**config.mk**
```make
export PLATFORM = sky130hd
export DESIGN_NAME = order_encoder
export DESIGN_NICKNAME = d
export VERILOG_FILES = /design/src/rtl/order_encoder.sv
export SDC_FILE = /design/constraint.sdc
export NUM_CORES = 1
export LEC_CHECK = 0
export CORE_ASPECT_RATIO = 1.2
export CORE_UTILIZATION = 35
export CTS_BUF_LIST = sky130_fd_sc_hd__clkbuf_4
export DETAILED_ROUTE_END_ITERATION = 10
export GPL_ROUTABILITY_DRIVEN = 0
export GPL_TIMING_DRIVEN = 0
export PLACE_DENSITY = 0.65
export SYNTH_ARGS = -nofsm -noshare
export SYNTH_HDL_FRONTEND = slang
export SYNTH_SLANG_ARGS = --single-unit
```
**constraint.sdc**
```tcl
create_clock -name clk -period 5.1 [get_ports clk]
set_input_delay 1.02 -clock clk [delete_from_list [all_inputs] [get_ports clk]]
set_output_delay 1.02 -clock clk [all_outputs]
set_load 0.02 [all_outputs]
```
**src/rtl/order_encoder.sv**
```systemverilog
// Order-frame encoder: serialises header, address, 16-bit length and optional
// write payload byte-by-byte into an 8-bit FIFO, honouring FIFO full back-pressure.
module order_encoder #(
  parameter logic [7:0] HDR_WRITE = 8'h01,
  parameter logic [7:0] HDR_READ  = 8'h02
) (
  input  logic        clk,
  input  logic        res_n,
  input  logic        req_valid,
  output logic        req_ready,
  input  logic        req_write,
  input  logic [7:0]  req_address,
  input  logic [15:0] req_length,
  input  logic        pl_valid,
  input  logic [7:0]  pl_data,
  output logic        pl_ready,
  input  logic        abort,
  output logic [7:0]  wo_data,
  output logic        wo_wr,
  input  logic        wo_full,
  output logic        busy,
  output logic        frame_done,
  output logic [15:0] frames_sent
);

  localparam logic [2:0] StIdle    = 3'd0;
  localparam logic [2:0] StHdr     = 3'd1;
  localparam logic [2:0] StAddr    = 3'd2;
  localparam logic [2:0] StLenHi   = 3'd3;
  localparam logic [2:0] StLenLo   = 3'd4;
  localparam logic [2:0] StPayload = 3'd5;

  logic [2:0]  r_state, w_state_d;
  logic        r_write, w_write_d;
  logic [7:0]  r_address, w_address_d;
  logic [15:0] r_length, w_length_d;
  logic [15:0] r_remaining, w_remaining_d;
  logic        r_frame_done;
  logic [15:0] r_frames_sent;
  logic        w_last;
  logic        w_emit_ok;

  // A write is only issued when the FIFO has room and the frame is not being aborted.
  assign w_emit_ok = !wo_full && !abort;

  always_comb begin
    wo_wr    = 1'b0;
    wo_data  = 8'h00;
    pl_ready = 1'b0;
    case (r_state)
      StHdr: begin
        wo_wr   = w_emit_ok;
        wo_data = r_write ? HDR_WRITE : HDR_READ;
      end
      StAddr: begin
        wo_wr   = w_emit_ok;
        wo_data = r_address;
      end
      StLenHi: begin
        wo_wr   = w_emit_ok;
        wo_data = r_length[15:8];
      end
      StLenLo: begin
        wo_wr   = w_emit_ok;
        wo_data = r_length[7:0];
      end
      StPayload: begin
        pl_ready = w_emit_ok;
        wo_wr    = pl_valid && w_emit_ok;
        wo_data  = pl_data;
      end
      default: ;
    endcase
  end

  always_comb begin
    w_state_d     = r_state;
    w_write_d     = r_write;
    w_address_d   = r_address;
    w_length_d    = r_length;
    w_remaining_d = r_remaining;
    w_last        = 1'b0;
    case (r_state)
      StIdle: begin
        if (req_valid) begin
          w_write_d     = req_write;
          w_address_d   = req_address;
          w_length_d    = req_length;
          w_remaining_d = req_length;
          w_state_d     = StHdr;
        end
      end
      StHdr:   if (wo_wr) w_state_d = StAddr;
      StAddr:  if (wo_wr) w_state_d = StLenHi;
      StLenHi: if (wo_wr) w_state_d = StLenLo;
      StLenLo: begin
        if (wo_wr) begin
          if (r_write && (r_length != 16'd0)) begin
            w_state_d = StPayload;
          end else begin
            w_state_d = StIdle;
            w_last    = 1'b1;
          end
        end
      end
      StPayload: begin
        if (wo_wr) begin
          w_remaining_d = r_remaining - 16'd1;
          if (r_remaining == 16'd1) begin
            w_state_d = StIdle;
            w_last    = 1'b1;
          end
        end
      end
      default: w_state_d = StIdle;
    endcase
    // Abort drops the frame; wo_wr is already suppressed so w_last stays 0.
    if ((r_state != StIdle) && abort) begin
      w_state_d = StIdle;
    end
  end

  always_ff @(posedge clk or negedge res_n) begin
    if (!res_n) begin
      r_state       <= StIdle;
      r_write       <= 1'b0;
      r_address     <= 8'h00;
      r_length      <= 16'h0000;
      r_remaining   <= 16'h0000;
      r_frame_done  <= 1'b0;
      r_frames_sent <= 16'h0000;
    end else begin
      r_state       <= w_state_d;
      r_write       <= w_write_d;
      r_address     <= w_address_d;
      r_length      <= w_length_d;
      r_remaining   <= w_remaining_d;
      r_frame_done  <= w_last;
      if (w_last) r_frames_sent <= r_frames_sent + 16'd1;
    end
  end

  assign req_ready   = (r_state == StIdle);
  assign busy        = (r_state != StIdle);
  assign frame_done  = r_frame_done;
  assign frames_sent = r_frames_sent;

endmodule

```
==> metrics.md, run 1 <==
| Metric | Value |
|---|---|
| Share of cells above drive strength 1 | `8.20%` |
| Arrival time at the worst endpoint | `2.88 ns` |
| Crit path launch type | `flop` |
| Post-DP Area | `roughly 4300 µm²` |
| Reg clk slew, reported paths | `0.13 ns` |
| Distinct cells, synth | `54` |
| Core Rows | `39` |
| RSZ-0062 raised after global routing | `false` |
| Yosys warnings | `0` |
| Met3 WL post-DR | `roughly 530 µm` |
| Die area | `10300 µm²` |
| Clk buf depth | `2` |
| Pin count of the biggest net entering global routing | `33` |
| Layout Nets | `466` |
| WHS | `between 0.4 and 0.5 ns` |
| Mapped Cells | `about 340` |
| Outcome | `finished clean` |
| Top-area cell type share of the netlist area | `between 40% and 50%` |
| Placed Cells | `534` |
| CP max-delay cell | `clkdlybuf4s50_1` |
| DR pass1 iterations | `5` |
| Dpl hpwl | `7000 µm` |
| GRT Util Overall | `18.9%` |
| Max transition margin | `53.6%` |
| Maximum level of the CTS H-tree | `3` |
| Required time of the critical path | `4.08 ns` |
| Reg area | `1530 µm²` |
| Final max-slew violation count | `0` |
| Post-synth EDFFs | `0` |
| Max incr delay on CP | `0.58 ns` |
| CP Cell Sequence | `buf_2 -> nand3_1 -> clkbuf_1 -> clkbuf_1 -> nor2_1 -> clkdlybuf4s50_1` |
| Input/output buffers | `67` |
| Worst Setup End Kind | `output pin` |
| Total CTS buffers | `9` |
| Synth async-reset ratio | `100%` |
| Pwr Density | `approximately 400 nW/µm²` |
| Worst-path fanout max | `10` |
| Post-route ant nets | `0` |
| Met2 wire len | `around 4500 µm` |
| Dominant cell type by area after synthesis | `dfrtp_1` |
| Hold Path Cell Cnt | `1` |
| Pre-CTS setup slack | `roughly 1.3 ns` |
| WL met1 | `3960 µm` |
| VDD IR max | `0.227 mV` |
| R2R cell count | `9` |
| Vias in the first global route | `between 3000 and 4000` |
| Area contributors post-synth | `dfrtp_1 44%, mux2_1 7.8%, mux2i_1 4.9%, xor2_1 3.8%, nor2_1 3.0%` |
| F_max | `256 MHz` |
| Crit share post-route | `between 70% and 80%` |
| Area of the multi-input gates | `1820 µm²` |
| Design Area, Final | `around 4400 µm²` |
| Non-Filler Instances | `550` |
| Post-cts resize count | `0` |
| CTS tree | `yes` |
| Seq/Total Area, Yosys | `44.2%` |
| Min Tclk post-route | `3.90 ns` |
| Core Footprint | `9560 µm²` |
| Residual DRC count | `0` |
| Initial Utilization | `36.1%` |
| Setup TNS | `0 ns` |
| I/O Pins | `68` |
| Fillers | `around 900` |
| WS Path Type | `flop to output pin` |
| Final hold vios | `0` |
| Max-Cap Viols | `0` |
| Avg Synthesized Cell Area | `a little over 10 µm²` |
| Initial DRC count | `170` |
| Path category of the worst min-delay check | `flop to flop` |
| WL/cell | `16.8 µm` |
| Syn Std Cell Area | `~3500 µm²` |
| Skew final | `0.0236 ns` |
| Post-Syn Nets | `387` |
| Synthesis-to-finish area growth | `27.7%` |
| CP most frequent cell | `clkbuf_1` |
| Max layer used | `met4` |
| Worst-skew pair later-pin latency | `0.41 ns` |
| Vias per inst | `approximately 5.5` |
| GR Overflow Total | `0` |
| Post-synth top flop | `dfrtp_1` |
| Initial antenna violation count | `0` |
| Die width | `92.7 µm` |
| Via count | `about 3000` |
| Hold buffers post-CTS | `0` |
| Final setup margin | `1.20 ns` |
| Synth Register Bits | `61` |
| Diodes inserted | `0` |
| Worst Tran Pin Value | `~0.7 ns` |
| Die Height | `111 µm` |
| Leak | `1.80 nW` |
| CTS sink count | `61` |
| Clk Tree Root Cell | `clkbuf_4` |
| Post-CTS setup buffer count | `0` |
| Final setup fails | `0` |
| Post-Route WL | `approximately 9000 µm` |
| First-pass GRT wire length | `15200 µm` |
state kept, by name, indices dropped and copies added, names as in the netlist:
name,flops
r_remaining,16
r_write,1
frame_done,1
r_address,8
frames_sent,16
r_state,3
r_length,16
path summary, 6_finish.rpt:
kind	start	slack [ns]	end
min in group asynchronous	res_n	0.63	frame_done
setup / recovery	r_state[2]	1.20	pl_ready
setup reg to reg	r_state[2]	2.40	r_remaining[12]
hold reg to reg	frames_sent[15]	0.47	frames_sent[15]
hold / removal	frames_sent[15]	0.47	frames_sent[15]
max in group asynchronous	res_n	3.82	r_remaining[8]
metal layers:
layer  up-vias  GRT usage [%]
met2       122           31.5
met3        16           3.16
met5         -              0
met4         0           7.59
met1      1465           24.3
li1       1437              -
cells in the mapped netlist (all sizes together), types with 2 or more instances:
cell type and count:
xor2 15, buf 8, o22a 4, o2bb2ai 3
nand2 17, or2 4, nor2 28, nor3b 2
nand3b 2, nand4 7, inv 7, nor3 11
o22ai 9, mux2 24, or4 2, a22oi 4
and3 2, o211ai 3, dfrtp 61, o31ai 2
a22o 2, nor4b 2, mux2i 17, nand3 13
nor4 17, clkbuf 9, ha 5, a21oi 17
and2 7, o21ai 22, and4 3, a31oi 3
kinds of logic (layout without fill, tap and decap cells):
| group | Yosys count | in the layout | share of synthesized area (%) |
|---|---|---|---|
| simple gates | 121 | 121 | 20.4 |
| compound gates | 76 | 76 | 14.0 |
| flops | 61 | 61 | 44.2 |
| mux | 41 | 41 | 12.7 |
| buf+inv | 24 | 108 | 3.15 |
| xor+xnor | 15 | 15 | 3.80 |
| fa+ha+maj | 5 | 5 | 1.81 |
power breakdown:
group          switching, mW  internal (mW)
combinational          0.345          0.316
sequential             0.166          0.651
clock                  0.198          0.102
total                  0.710           1.07
worst max-delay path: cells and delay by family (launching register included):
family	cells	cell delay (ns)
flip-flops	1	0.46
buffers and inverters	4	1.69
AND/OR/NAND/NOR	2	0.32
layout make-up:
class                           instances  area share [%]
Tap cell                              123            3.49
Sequential cell                        61            34.6
Timing Repair Buffer                   68            15.5
Clock buffer                            9            1.53
Buffer                                 17            1.87
Clock inverter                          7            1.16
Inverter                                7           0.595
Multi-Input combinational cell        258            41.3
through the flow:
stage / power, mW / util, %
floorplan: 1.24 / -
global placement: 1.46 / 44.8
detailed placement: 1.48 / 44.9
CTS: 1.78 / 46.2
global route: 1.91 / 46.2
finish: 1.78 / 46.2
cell usage in the layout (no fill, tap or decap), types with 5 or more instances in the layout:
master	instances
a21oi_1	17
and2_1	7
clkbuf_1	9
clkbuf_4	9
clkdlybuf4s50_1	66
dfrtp_1	61
ha_1	5
inv_1	6
mux2_1	24
mux2i_1	17
nand2_1	17
nand3_1	13
nand4_1	7
nor2_1	28
nor3_1	10
nor4_1	11
nor4_2	5
o21ai_0	13
o21ai_1	8
o22ai_1	9
xor2_1	15
Note: power is estimated with default switching activity, not from simulation.
==> inputs of run 2 (changes only) <==
Clock period 5.1 ns to 3.7 ns, I/O delays scaled along.
==> run 2 against run 1 <==
  * Core utilization about the same
  * Routed wire length decreased by 0.44%
  * First-iteration DRC count decreased by 1.2%
  * Clock skew increased by 0.0015 ns
  * Via count rose by 0.49%
  * Power rose by 38%
  * Sequential power is 38% higher
  * Sequential cell count unchanged
  * Global-route usage unchanged
  * Critical endpoint is now wo_data[1]
==> metrics.md, run 2 (synthesis results as in run 1) <==
| Metric | Value |
|---|---|
| Clk Tree Root Cell | `clkbuf_4` |
| Die Height | `111 µm` |
| Post-route ant nets | `0` |
| Crit path launch type | `flop` |
| Non-Filler Instances | `550` |
| Pre-CTS setup slack | `0.473 ns` |
| Worst Setup End Kind | `output pin` |
| Most frequent cells in the layout | `66 x clkdlybuf4s50_1, 61 x dfrtp_1, 28 x nor2_1` |
| Worst-path fanout max | `10` |
| Final setup fails | `0` |
| Total CTS buffers | `9` |
| RSZ-0062 raised after global routing | `false` |
| Die width | `92.7 µm` |
| Dpl hpwl | `7000 µm` |
| Core Footprint | `9560 µm²` |
| Outcome | `finished clean` |
| VDD IR max | `0.313 mV` |
| Die area | `10300 µm²` |
| Initial antenna violation count | `0` |
| Placed Cells | `between 500 and 600` |
| Min Tclk post-route | `3.55 ns` |
| Critical path origin | `r_state[0]` |
| Initial DRC count | `168` |
| Reg clk slew, reported paths | `0.13 ns` |
| Vias in the first global route | `slightly above 3000` |
| Path category of the worst min-delay check | `primary input to async pin` |
| F_max | `281 MHz` |
| Fillers | `928` |
| Commonest non-fill, non-tap cell in the layout | `clkdlybuf4s50_1` |
| Skew final | `0.0251 ns` |
| Final setup margin | `0.146 ns` |
| Maximum level of the CTS H-tree | `3` |
| Input/output buffers | `67` |
| Layout Nets | `466` |
| Max transition margin | `53.6%` |
| I/O Pins | `68` |
| First-pass GRT wire length | `approximately 15000 µm` |
| Post-Route WL | `9220 µm` |
| WS Path Type | `flop to output pin` |
| Leak | `1.80 nW` |
| Vias per inst | `between 5 and 6` |
| Initial Utilization | `36.1%` |
| Synthesis-to-finish area growth | `27.8%` |
| Core Rows | `39` |
| Hold buffers post-CTS | `0` |
| Worst Tran Pin Value | `0.696 ns` |
| WL/cell | `roughly 17 µm` |
| Residual DRC count | `0` |
| Max-Cap Viols | `0` |
| Post-CTS setup buffer count | `0` |
| GRT Util Overall | `18.9%` |
| Required time of the critical path | `2.96 ns` |
| Worst-skew pair later-pin latency | `0.40 ns` |
| Worst R2R Start | `r_state[2]` |
| GR Overflow Total | `0` |
| Clk buf depth | `2` |
| Pwr Density | `555 nW/µm²` |
| Via count | `3055` |
| WHS | `0.355 ns` |
| Final hold vios | `0` |
| PnR Total Power | `2.45 mW` |
| Crit share post-route | `96.0%` |
| Pin count of the biggest net entering global routing | `33` |
| CTS tree | `yes` |
| Post-cts resize count | `0` |
| Share of cells above drive strength 1 | `~8.4%` |
| Diodes inserted | `0` |
| Final max-slew violation count | `0` |
| CTS sink count | `just over 60` |
| DR pass1 iterations | `5` |
| Arrival time at the worst endpoint | `2.81 ns` |
==> run 2: metrics by stage <==
step           instance area (µm²)  TNS, ns  utilization, %
2_1_floorplan                 3460        0               -
3_3_place_gp                  4280    -8.70            44.8
3_5_place_dp                  4300        0            44.9
4_1_cts                       4420        0            46.2
5_1_grt                       4420        0            46.2
6_report                      4420        0            46.2
==> run 2: where the power goes <==
| group | leakage, nW | switching [mW] | internal [mW] |
|---|---|---|---|
| Sequential | 0.760 | 0.229 | 0.897 |
| Clock | 0.0639 | 0.272 | 0.140 |
| Combinational | 0.976 | 0.475 | 0.436 |
==> run 2: routing by layer <==
| layer | track usage [%] | vias to the layer above | share of wire [%] |
|---|---|---|---|
| met1 | 24.3 | 1473 | 43 |
| met3 | 3.16 | 20 | 5.8 |
| met2 | 31.5 | 119 | 49 |
| met4 | 7.59 | 0 | 2.7 |
| li1 | - | 1443 | - |
| met5 | 0 | - | 0 |
==> run 2: area by class of cell <==
cell class,instances,area [µm²],share of cell area (%)
multi-input combinational,258,1820,41.2
timing repair buffer,68,686,15.5
inverter,7,26.3,0.595
tap,123,154,3.48
sequential,61,1530,34.6
clock buffer,9,67.6,1.53
buffer,17,83.8,1.90
clock inverter,7,51.3,1.16
==> run 2: final timing paths <==
kind	slack, ns	to	cells past startpoint
setup / recovery	0.15	wo_data[1]	6
hold / removal	0.36	frame_done	1
setup reg to reg	0.99	r_remaining[12]	9
hold reg to reg	0.47	frames_sent[15]	1
max in group asynchronous	2.70	r_remaining[8]	2
min in group clk	0.47	frames_sent[15]	1
==> run 2: critical path, stage by stage (launching register included) <==
cell and delay (ns):
dfrtp_1 0.39, buf_2 0.24, buf_1 0.56, mux2i_1 0.21, o22a_1 0.21, o22ai_1 0.17
clkdlybuf4s50_1 0.63
==> inputs of run 3 (changes only) <==
Settings changed: SLEW_MARGIN set to 5.
==> run 3 against run 2 <==
  * Design area down 0.48%
  * Non-clock buffer count down 2
  * Critical path type unchanged
  * Sequential share of layout area up 0.17 points
  * Clock-buffer cell count unchanged
  * Global-route usage up 0.20 points
  * Largest power group unchanged
  * Routed wire length down 0.30%
==> metrics.md, run 3 (synthesis results as in run 1) <==
| Metric | Value |
|---|---|
| Outcome | `finished clean` |
| Worst-skew pair later-pin latency | `0.42 ns` |
| Pwr Density | `558 nW/µm²` |
| Core Footprint | `9560 µm²` |
| CP Depth | `6` |
| Clk pwr share | `17.0%` |
| First-pass GRT wire length | `15300 µm` |
| R2R Setup Slk | `0.98 ns` |
| Crit share post-route | `96.4%` |
| Core Rows | `39` |
| WL/cell | `16.8 µm` |
| Clk Tree Root Cell | `clkbuf_4` |
| R2R cell count | `9` |
| Most frequent cells in the layout | `66 x clkdlybuf4s50_1, 61 x dfrtp_1, 28 x nor2_1` |
| Initial antenna violation count | `0` |
| F_max | `280 MHz` |
| GRT Util Overall | `19.1%` |
| Switching part of the total power | `between 40% and 50%` |
| Final hold vios | `0` |
| Initial DRC count | `about 190` |
| Pin count of the biggest net entering global routing | `62` |
| Final setup fails | `0` |
| Skew final | `around 0.017 ns` |
| Worst R2R Start | `r_state[2]` |
| Crit path launch type | `flop` |
| Residual DRC count | `0` |
| DR pass1 iterations | `5` |
| Final max-slew violation count | `0` |
| WS Path Type | `flop to output pin` |
| Crit-path leading delay family | `buffers and inverters` |
| Die width | `between 90 and 100 µm` |
| Worst Setup End Kind | `output pin` |
| Leak | `1.79 nW` |
| GR Overflow Total | `0` |
| Vias in the first global route | `3059` |
| Diodes inserted | `0` |
| Share of cells above drive strength 1 | `8.24%` |
| WHS | `0.388 ns` |
| Dpl hpwl | `6880 µm` |
| CP max-delay cell | `clkdlybuf4s50_1` |
| Required time of the critical path | `2.96 ns` |
| Switch Pwr | `slightly below 1 mW` |
| Path category of the worst min-delay check | `primary input to async pin` |
| Design Area, Final | `roughly 4400 µm²` |
| Post-cts resize count | `0` |
| Logic pwr share | `approximately 37%` |
| Die Height | `111 µm` |
| CP Cell Sequence | `buf_2 -> buf_1 -> mux2i_1 -> o22a_1 -> o22ai_1 -> clkdlybuf4s50_1` |
| Die area | `10300 µm²` |
| Input/output buffers | `67` |
| Initial Utilization | `36.1%` |
| Maximum level of the CTS H-tree | `3` |
| Sequential share of power | `45.9%` |
| Max-Cap Viols | `0` |
| R2R Path End | `r_remaining[12]` |
| RSZ-0062 raised after global routing | `false` |
| Max transition margin | `48.7%` |
| Layout Nets | `464` |
| Synthesis-to-finish area growth | `27.1%` |
| CTS tree | `yes` |
| I/O Pins | `~70` |
| Fillers | `937` |
| Via count | `3083` |
| Pre-CTS setup slack | `0.481 ns` |
| Post-CTS setup buffer count | `0` |
| Worst-path fanout max | `10` |
| Commonest non-fill, non-tap cell in the layout | `clkdlybuf4s50_1` |
| Internal | `1.47 mW` |
| Final setup margin | `0.133 ns` |
| Total CTS buffers | `9` |
| VDD IR max | `0.354 mV` |
| Vias per inst | `5.63` |
| Hold buffers post-CTS | `0` |
| Reg clk slew, reported paths | `0.12 ns` |
| Post-DP Area | `4280 µm²` |
| Min Tclk post-route | `3.57 ns` |
| Arrival time at the worst endpoint | `between 2 and 3 ns` |
| Max incr delay on CP | `0.63 ns` |
| CTS sink count | `61` |
| WP buf/inv | `3` |
| Worst Tran Pin Value | `0.769 ns` |
| Post-Route WL | `9190 µm` |
| Clk buf depth | `2` |
| Post-route ant nets | `0` |
==> run 3: cell count changes in the layout (fill, tap and decap cells not counted), sizes merged <==
cell	before	now
buf	10	9
clkbuf	18	17
==> run 3: power by group through the flow <==
stage | sequential (mW) | combinational [mW] | clock [mW]
after detailed placement | 1.14 | 0.909 | 0
after global placement | 1.12 | 0.885 | 0
final | 1.13 | 0.909 | 0.417
after global routing | 1.16 | 1.00 | 0.460
after CTS | 1.12 | 0.911 | 0.430
after floorplan | 1.06 | 0.651 | 0
==> run 3: stage by stage <==
stage | util [%] | cells | total power, mW | setup TNS, ns
after CTS | 46.0 | 549 | 2.46 | 0
after detailed placement | 44.7 | 533 | 2.04 | 0
after global placement | 44.8 | 533 | 2.01 | -8.70
after floorplan | - | 343 | 1.71 | 0
final | 46.0 | 548 | 2.45 | 0
after global routing | 46.0 | 548 | 2.62 | 0
==> run 3: final cells by class <==
| type | instances | area [µm²] | share of cell area [%] |
|---|---|---|---|
| Buffer | 16 | 80.1 | 1.82 |
| Clock buffer | 9 | 67.6 | 1.54 |
| Clock inverter | 7 | 51.3 | 1.17 |
| Inverter | 7 | 26.3 | 0.598 |
| Multi-Input combinational cell | 258 | 1820 | 41.4 |
| Sequential cell | 61 | 1530 | 34.7 |
| Tap cell | 123 | 154 | 3.50 |
| Timing Repair Buffer | 67 | 668 | 15.2 |
==> run 3: worst max-delay path by stage <==
stage	slack (ns)	from	endpoint
floorplan	1.31	r_state[0]	wo_data[0]
global placement	-0.15	res_n	r_remaining[9]
global route	0.03	r_state[0]	wo_data[1]
CTS	0.05	r_state[2]	pl_ready
finish	0.13	r_state[0]	wo_data[1]
detailed placement	0.48	abort	wo_wr
==> run 3: routing by layer <==
| metal | up-vias | part of all wire [%] | GRT usage (%) |
|---|---|---|---|
| met5 | - | 0 | 0 |
| met4 | 0 | 2.4 | 8.10 |
| met3 | 16 | 6.3 | 2.61 |
| met2 | 133 | 49 | 31.1 |
| met1 | 1497 | 42 | 25.4 |
| li1 | 1437 | - | - |
